==> src/rtl/shift_issue_ctrl_if.sv <==
// Request/response handshake plus the operand/result bus to the external Shifter.
// The controller uses the slave modport; the requester/consumer and Shifter side uses master.
interface shift_issue_ctrl_if;
    logic        in_valid;
    logic        in_ready;
    logic [1:0]  in_op;
    logic [31:0] in_a;
    logic [31:0] in_b;

    logic [31:0] sh_a;
    logic [31:0] sh_b;
    logic        sh_ctl0;
    logic        sh_ctl1;
    logic [31:0] sh_out;

    logic        out_valid;
    logic        out_ready;
    logic [31:0] out_result;
    logic        out_zero;
    logic        out_neg;
    logic        out_ovf;
    logic        out_err;

    modport slave (
        input  in_valid, in_op, in_a, in_b, sh_out, out_ready,
        output in_ready, sh_a, sh_b, sh_ctl0, sh_ctl1,
        output out_valid, out_result, out_zero, out_neg, out_ovf, out_err
    );

    modport master (
        output in_valid, in_op, in_a, in_b, sh_out, out_ready,
        input  in_ready, sh_a, sh_b, sh_ctl0, sh_ctl1,
        input  out_valid, out_result, out_zero, out_neg, out_ovf, out_err
    );
endinterface

==> src/rtl/shift_issue_ctrl.sv <==
// Issue/response sequencer around a combinational 32-bit shifter: registers operands,
// waits a settle window, then captures the saturated result with its flags.
module shift_issue_ctrl #(
    parameter int SETTLE_CYCLES = 1
) (
    input  logic             clk,
    input  logic             rst_n,
    shift_issue_ctrl_if.slave bus
);

    generate
        if (SETTLE_CYCLES < 1 || SETTLE_CYCLES > 15) begin : g_bad_settle
            $error("shift_issue_ctrl: SETTLE_CYCLES must be within 1..15");
        end
    endgenerate

    localparam logic [1:0] IDLE   = 2'd0;
    localparam logic [1:0] SETTLE = 2'd1;
    localparam logic [1:0] RESP   = 2'd2;

    localparam logic [1:0] OP_SLL = 2'b00;
    localparam logic [1:0] OP_SRA = 2'b10;
    localparam logic [1:0] OP_RSV = 2'b11;

    localparam logic [3:0] CNT_INIT = 4'(SETTLE_CYCLES - 1);

    logic [1:0]  state;
    logic [3:0]  cnt;
    logic        ovf_q;
    logic [31:0] sh_a_q;
    logic [31:0] sh_b_q;
    logic        ctl0_q;
    logic        ctl1_q;
    logic [31:0] result_q;
    logic        zero_q;
    logic        neg_q;
    logic        ovf_out_q;
    logic        err_q;

    logic        in_ready_c;
    logic        accept;
    logic [31:0] capture;

    // In RESP the next request may be taken on the same edge the current result retires.
    always_comb begin
        in_ready_c = rst_n && ((state == IDLE) || ((state == RESP) && bus.out_ready));
        accept     = bus.in_valid && in_ready_c;
        capture    = bus.sh_out;
        if (ovf_q) begin
            capture = ctl0_q ? {32{sh_a_q[31]}} : 32'h0;
        end
    end

    always_ff @(posedge clk or negedge rst_n) begin
        if (!rst_n) begin
            state     <= IDLE;
            cnt       <= 4'h0;
            ovf_q     <= 1'b0;
            sh_a_q    <= 32'h0;
            sh_b_q    <= 32'h0;
            ctl0_q    <= 1'b0;
            ctl1_q    <= 1'b0;
            result_q  <= 32'h0;
            zero_q    <= 1'b0;
            neg_q     <= 1'b0;
            ovf_out_q <= 1'b0;
            err_q     <= 1'b0;
        end else begin
            case (state)
                SETTLE: begin
                    if (cnt != 4'h0) begin
                        cnt <= cnt - 4'h1;
                    end else begin
                        result_q  <= capture;
                        zero_q    <= (capture == 32'h0);
                        neg_q     <= capture[31];
                        ovf_out_q <= ovf_q;
                        err_q     <= 1'b0;
                        state     <= RESP;
                    end
                end
                IDLE, RESP: begin
                    if (accept) begin
                        // A reserved op never touches the shifter registers.
                        if (bus.in_op == OP_RSV) begin
                            result_q  <= 32'h0;
                            zero_q    <= 1'b0;
                            neg_q     <= 1'b0;
                            ovf_out_q <= 1'b0;
                            err_q     <= 1'b1;
                            state     <= RESP;
                        end else begin
                            sh_a_q <= bus.in_a;
                            sh_b_q <= {27'b0, bus.in_b[4:0]};
                            ctl1_q <= (bus.in_op != OP_SLL);
                            ctl0_q <= (bus.in_op == OP_SRA);
                            ovf_q  <= |bus.in_b[31:5];
                            cnt    <= CNT_INIT;
                            state  <= SETTLE;
                        end
                    end else if ((state == IDLE) || bus.out_ready) begin
                        state <= IDLE;
                    end
                end
                default: state <= IDLE;
            endcase
        end
    end

    assign bus.in_ready   = in_ready_c;
    assign bus.sh_a       = sh_a_q;
    assign bus.sh_b       = sh_b_q;
    assign bus.sh_ctl0    = ctl0_q;
    assign bus.sh_ctl1    = ctl1_q;
    assign bus.out_valid  = (state == RESP);
    assign bus.out_result = result_q;
    assign bus.out_zero   = zero_q;
    assign bus.out_neg    = neg_q;
    assign bus.out_ovf    = ovf_out_q;
    assign bus.out_err    = err_q;

endmodule

==> src/flat_wrapper.sv <==
// flat-port wrapper written by rule: the top's interface ports become plain ports
module shift_issue_ctrl_flat 
#(
    parameter int SETTLE_CYCLES = 1
)
  (clk, rst_n, bus_in_valid, bus_in_op, bus_in_a, bus_in_b, bus_sh_out, bus_out_ready, bus_in_ready, bus_sh_a, bus_sh_b, bus_sh_ctl0, bus_sh_ctl1, bus_out_valid, bus_out_result, bus_out_zero, bus_out_neg, bus_out_ovf, bus_out_err);
  shift_issue_ctrl_if bus_i ();
  input  logic clk;
  input  logic rst_n;
  input wire logic [$bits(bus_i.in_valid)-1:0] bus_in_valid;
  input wire logic [$bits(bus_i.in_op)-1:0] bus_in_op;
  input wire logic [$bits(bus_i.in_a)-1:0] bus_in_a;
  input wire logic [$bits(bus_i.in_b)-1:0] bus_in_b;
  input wire logic [$bits(bus_i.sh_out)-1:0] bus_sh_out;
  input wire logic [$bits(bus_i.out_ready)-1:0] bus_out_ready;
  output wire logic [$bits(bus_i.in_ready)-1:0] bus_in_ready;
  output wire logic [$bits(bus_i.sh_a)-1:0] bus_sh_a;
  output wire logic [$bits(bus_i.sh_b)-1:0] bus_sh_b;
  output wire logic [$bits(bus_i.sh_ctl0)-1:0] bus_sh_ctl0;
  output wire logic [$bits(bus_i.sh_ctl1)-1:0] bus_sh_ctl1;
  output wire logic [$bits(bus_i.out_valid)-1:0] bus_out_valid;
  output wire logic [$bits(bus_i.out_result)-1:0] bus_out_result;
  output wire logic [$bits(bus_i.out_zero)-1:0] bus_out_zero;
  output wire logic [$bits(bus_i.out_neg)-1:0] bus_out_neg;
  output wire logic [$bits(bus_i.out_ovf)-1:0] bus_out_ovf;
  output wire logic [$bits(bus_i.out_err)-1:0] bus_out_err;
  assign bus_i.in_valid = bus_in_valid;
  assign bus_i.in_op = bus_in_op;
  assign bus_i.in_a = bus_in_a;
  assign bus_i.in_b = bus_in_b;
  assign bus_i.sh_out = bus_sh_out;
  assign bus_i.out_ready = bus_out_ready;
  assign bus_in_ready = bus_i.in_ready;
  assign bus_sh_a = bus_i.sh_a;
  assign bus_sh_b = bus_i.sh_b;
  assign bus_sh_ctl0 = bus_i.sh_ctl0;
  assign bus_sh_ctl1 = bus_i.sh_ctl1;
  assign bus_out_valid = bus_i.out_valid;
  assign bus_out_result = bus_i.out_result;
  assign bus_out_zero = bus_i.out_zero;
  assign bus_out_neg = bus_i.out_neg;
  assign bus_out_ovf = bus_i.out_ovf;
  assign bus_out_err = bus_i.out_err;
  shift_issue_ctrl #(.SETTLE_CYCLES(SETTLE_CYCLES)) u_core (.clk(clk), .rst_n(rst_n), .bus(bus_i));
endmodule
==> config.mk <==
export PLATFORM = sky130hd
export DESIGN_NAME = shift_issue_ctrl_flat
export DESIGN_NICKNAME = d
export VERILOG_FILES = /design/src/rtl/shift_issue_ctrl_if.sv /design/src/rtl/shift_issue_ctrl.sv /design/src/flat_wrapper.sv
export SDC_FILE = /design/constraint.sdc
export NUM_CORES = 1
export LEC_CHECK = 0
export CAP_MARGIN = 0
export CELL_PAD_IN_SITES_DETAIL_PLACEMENT = 1
export CELL_PAD_IN_SITES_GLOBAL_PLACEMENT = 2
export CORE_MARGIN = 2
export CORE_UTILIZATION = 25
export CTS_CLUSTER_SIZE = 12
export DETAILED_ROUTE_END_ITERATION = 8
export HOLD_SLACK_MARGIN = 0.15
export PLACE_DENSITY = 0.93
export SYNTH_ARGS = -nofsm -noshare
export SYNTH_HDL_FRONTEND = slang
export SYNTH_SLANG_ARGS = --single-unit
export TNS_END_PERCENT = 5
==> constraint.sdc <==
create_clock -name clk -period 3.1 [get_ports clk]
set_clock_uncertainty 0.05 [all_clocks]
set_input_delay 0.775 -clock clk [delete_from_list [all_inputs] [get_ports clk]]
set_output_delay 0.775 -clock clk [all_outputs]
set_load 0.01 [all_outputs]
# Word level (Yosys, flattened, before mapping)
# Cells that the tools add are included.
# classes
n_addsub	1
eq_ne	10
n_mux	27
bitwise	1
n_reduce_logical	16
# ops
cell	n
$mux 32	5
$pmux 32 s2	1
$logic_not 32->1	1
$reduce_or 27->1	1
$mux 4	3
$mux 1	8
$mux 2	4
$pmux 1 s2	4
$pmux 4 s2	1
$reduce_and 4->1	2
$eq 2x2->1 const B	3
$ne 2x1->1 const B	3
$ne 2x2->1 const B	2
$pmux 2 s2	1
$reduce_bool 2->1	2
$reduce_bool 4->1	1
$sub 4x1->4 const B	1
$logic_and 1x1->1	3
$ne 3x1->1 const B	1
$reduce_and 3->1	1
$eq 2x1->1 const B	1
$logic_not 2->1	1
$logic_or 1x1->1	2
$reduce_and 2->1	1
2 further kinds	2
# totals
reg_bits	82
inputBits	102
out_inout_bits	104
word_cells	67

# Longest topological paths before layout
# depth
ltp_word	7
mapped_depth	7
ltp_nobuf	6

# Worst setup path before layout
# Ideal clock, no wire load.
# synth_timing
kind	input port to output port
start	in bus_out_ready
end	out bus_in_ready
t_arrival_ns	1.156
required_ns	2.275
slack_ns	1.119
cell_stages	2
path_buffers	0
path_cell_list	nand2b_1 > and2_1
# synth_between
elab_chain_len	3
# synth_rtl
element	line_no	rtl
start, declared	flat_wrapper.sv:15	input wire logic [$bits(bus_i.out_ready)-1:0] bus_out_ready;
$logic_and 1x1->1	shift_issue_ctrl.sv:46	in_ready_c = rst_n && ((state == IDLE) || ((state == RESP) && bus.out_ready));
$logic_or 1x1->1	shift_issue_ctrl.sv:46	
$logic_and 1x1->1	shift_issue_ctrl.sv:46	
end, declared	flat_wrapper.sv:16	output wire logic [$bits(bus_i.in_ready)-1:0] bus_in_ready;
# Every way passes these cells.

# Worst setup path in the final report
# Same ends and word-level chain as after synthesis.

==> qor.yml <==
clocking:
  clock_tree.buffer_depth: 2
  cts.hold.buffers_added: 0
  clk_pin_slew_ns: 0.06
  clock-root-buffer: "sky130_fd_sc_hd__clkbuf_16"
  cts_max_level: 3
  clock_sink_count: 81
  numCtsBuffers: 9
  worst_skew_pair.late_latency_ns: 0.34
  post_cts_resize_count: 0
  tritoncts: "yes"
  postCtsSetupRepairBufs: 0
route:
  route.antenna.remaining_nets: 0
  vias: 3037
  finalWirelength_um: 11300
  drcViolationCount: 0
  detail_route.iter0.violations: 90
  routedWlPerCell_um: 17.0
  drt_pre_antenna_iters: 4
  detail_route.vias_per_cell: 4.58
worst_setup_path:
  timing.critical_path.mode_cell: "sky130_fd_sc_hd__clkdlybuf4s50_1"
  cp-end-kind: "output pin"
  cp.arrival_ns: 2.07
  cpPeakStageDelay_ns: 0.55
  worst-setup-path-type: "in2out"
  critical_path_required_ns: 2.27
  cp_num_buf_inv: 2
  path_max_fanout: 2
  worstRegToRegCells: 3
  crit_path_top_delay_cell: "sky130_fd_sc_hd__clkdlybuf4s50_1"
  cp_cell_sequence: "clkdlybuf4s50_1 > nand2b_1 > and2_1 > clkdlybuf4s50_1"
  start_kind: "primary input"
  timing.critical_path.depth: 4
  timing.critical_path.max_delay_family: "buffers and inverters"
synthesis:
  synth_commonest_cells: "sky130_fd_sc_hd__dfrtp_1, sky130_fd_sc_hd__mux2_2, sky130_fd_sc_hd__a21boi_0, sky130_fd_sc_hd__o2bb2ai_1, sky130_fd_sc_hd__buf_4"
  synthCells: 297
  muxShareOfSynthArea_pct: 11.2
  asyncSetResetFlopFracSynth_pct: 100
  yosysMostFrequentCell: "sky130_fd_sc_hd__dfrtp_1"
  post_synth_fa_ha_maj_area_fraction_pct: 0.673
  register_bit_total_from_synthesis: 81
  synth_top_area_share_pct: 54.5
  combinational_family_with_the_most_area_after_synthesis: "compound AO/OA/AOI/OAI gates"
  synthTopCellsByArea: "sky130_fd_sc_hd__dfrtp_1, sky130_fd_sc_hd__mux2_2, sky130_fd_sc_hd__o2bb2ai_1"
  synth_seq_area_share_pct: 54.5
  synth_edf_count: 0
  synth_cell_type_count: 38
  synth_top_area_cell: "sky130_fd_sc_hd__dfrtp_1"
  dominantRegCellSynth: "sky130_fd_sc_hd__dfrtp_1"
  synth_compound_area_share_pct: 17.3
  synthSimpleGateAreaFrac_pct: 7.37
  ys.warnings.count: 0
  summed_instance_area_of_the_synthesized_netlist_sq_um: 3720
  synthesized_area_divided_by_synthesized_cell_count_sq_um: 12.5
  yosys.area_share.xor_xnor_pct: 0
timing:
  rsz0062_at_grt: "false"
  fmax_mhz: 345
  setup_slack_ns: 0.204
  final.setup.tns_ns: 0
  setup_viol: 0
  finalCriticalPeriod_ns: 2.90
  slew_violations: 0
  worstMarginPinSlew_ns: 1.05
  number_of_hold_violations_in_the_final_report: 0
  fin_hold_ws_ns: 0.443
  relSlewSlack_pct: 29.7
  final_min_period_over_clock_period_pct: 93.4
place:
  postPlaceCellArea_sq_um: 5590
  io_buffer_count: 178
  dp_hpwl_um: 8350
  dpl_worst_slack_ns: 0.192
  post-place-cells: 647
  place_congestion: 0.716
layout:
  fin_cells: 663
  final_layout_size_suffix_gt1_share_pct: 14.2
  n_antenna_cell: 0
  final_instance_area_sq_um: 5920
  fin_nets: 578
  areaGrowthSynthToFinish_pct: 59.2
pwr:
  peak_ir_drop_on_the_vdd_network_uv: 541
  power_density_nw_per_um2: 847
  leakage_nw: 2.44
worst_hold_path:
  min-delay-path-class: "reg2reg"
  worst_hold_path.num_cells: 1
floorplanning:
  area_of_the_die_sq_um: 15900
  die_height_um: 126
  initial_core_util_pct: 25.6
  top_level_ports: 206
  core-area_sq_um: 14500
  fp-row-count: 44
  die_x_um: 126
run:
  timing.max_cap.violations: 0
global_route:
  grt_antenna_before_repair: 0
  gr-usage-all-layers_pct: 14.3
  first_global_vias: 3305
  grt_overflow_total: 0
  wire_length_of_the_first_global_routing_pass_um: 17800
  grt_start_max_net_pins: 43
outcome:
  status: "finished clean"
## layout make-up
cell class,instances,area (sq um)
flip-flops and latches,81,2030
clock buffers,10,239
clock inverters,6,91.3
well taps,184,230
inverters,7,26.3
multi-input cells,190,1460
fillers,1578,8610
repair buffers,185,1840
## state kept, by name (all words and copies together) (netlist names)
| name | flops |
|---|---|
| u_core.bus.sh_b | 5 |
| u_core.bus.out_neg | 1 |
| u_core.bus.out_err | 1 |
| u_core.bus.sh_a | 32 |
| u_core.cnt | 4 |
| u_core.bus.sh_ctl0 | 1 |
| u_core.ovf_q | 1 |
| u_core.bus.out_result | 31 |
| u_core.bus.sh_ctl1 | 1 |
| u_core.bus.out_ovf | 1 |
| u_core.state | 2 |
| u_core.bus.out_zero | 1 |
## path summary, 6_finish.rpt
kind                                            from                   endpoint  slack (ns)
setup / recovery                       bus_out_ready               bus_in_ready        0.20
hold / removal             u_core.bus.out_result[10]  u_core.bus.out_result[10]        0.44
setup reg to reg                 u_core.bus.sh_a[31]        u_core.bus.out_zero        1.06
hold reg to reg            u_core.bus.out_result[10]  u_core.bus.out_result[10]        0.44
max in group asynchronous                      rst_n  u_core.bus.out_result[24]        1.60
min in group asynchronous                      rst_n        u_core.bus.sh_a[15]        0.46
## routing by layer
layer	share of wire (%)	routed length (um)	vias up	track usage, %
li1	-	-	1395	-
met1	42	4740	1491	17.2
met2	46	5220	139	22.8
met3	10	1150	12	5.90
met4	1.7	187	0	5.43
met5	0	0	-	0
## placed cells by master, fill, tap and decap left out, types with 2 or more instances in the layout
| cell type | n |
|---|---|
| sky130_fd_sc_hd__clkdlybuf4s50_1 | 177 |
| sky130_fd_sc_hd__nor4_1 | 13 |
| sky130_fd_sc_hd__dfrtp_1 | 81 |
| sky130_fd_sc_hd__a21boi_0 | 32 |
| sky130_fd_sc_hd__nand3_1 | 2 |
| sky130_fd_sc_hd__nor2_1 | 2 |
| sky130_fd_sc_hd__o21ai_0 | 5 |
| sky130_fd_sc_hd__buf_4 | 7 |
| sky130_fd_sc_hd__a21oi_1 | 2 |
| sky130_fd_sc_hd__mux2_2 | 37 |
| sky130_fd_sc_hd__nor3_1 | 5 |
| sky130_fd_sc_hd__clkinv_4 | 3 |
| sky130_fd_sc_hd__nand3_2 | 3 |
| sky130_fd_sc_hd__clkbuf_16 | 9 |
| sky130_fd_sc_hd__nand2b_1 | 2 |
| sky130_fd_sc_hd__bufinv_16 | 2 |
| sky130_fd_sc_hd__inv_1 | 7 |
| sky130_fd_sc_hd__conb_1 | 27 |
| sky130_fd_sc_hd__or3_1 | 2 |
| sky130_fd_sc_hd__ha_1 | 2 |
| sky130_fd_sc_hd__o2bb2ai_1 | 32 |
| sky130_fd_sc_hd__nand2_1 | 5 |
| sky130_fd_sc_hd__nand4_1 | 3 |
## cells by family after synthesis
kind of cell    count (synthesis)
flops                          81
other cells                     1
mux                            37
buf+inv                        52
compound gates                 80
simple gates                   44
fa+ha+maj                       2
## where the power goes
part           leakage, nW  switching [mW]  internal [mW]
registers             1.01           0.257           1.47
logic                 1.27           0.873           1.24
clock network        0.163           0.445          0.730
total                 2.44            1.57           3.44
## stage by stage
step                power (mW)  utilization [%]
finish                    5.02             40.7
floorplan                 2.72                -
CTS                       5.11             40.7
global placement          3.80             38.5
global route              5.34             40.7
detailed placement        3.88             38.5
## worst reg2reg max path, delay by kind of cell (launching register included)
family / cells / cell delay, ns
AOI/OAI and AO/OA: 2 / 0.72
DFF: 1 / 0.40
and+or+nand+nor: 1 / 0.75
No activity file was read; power rests on OpenSTA's default activity.
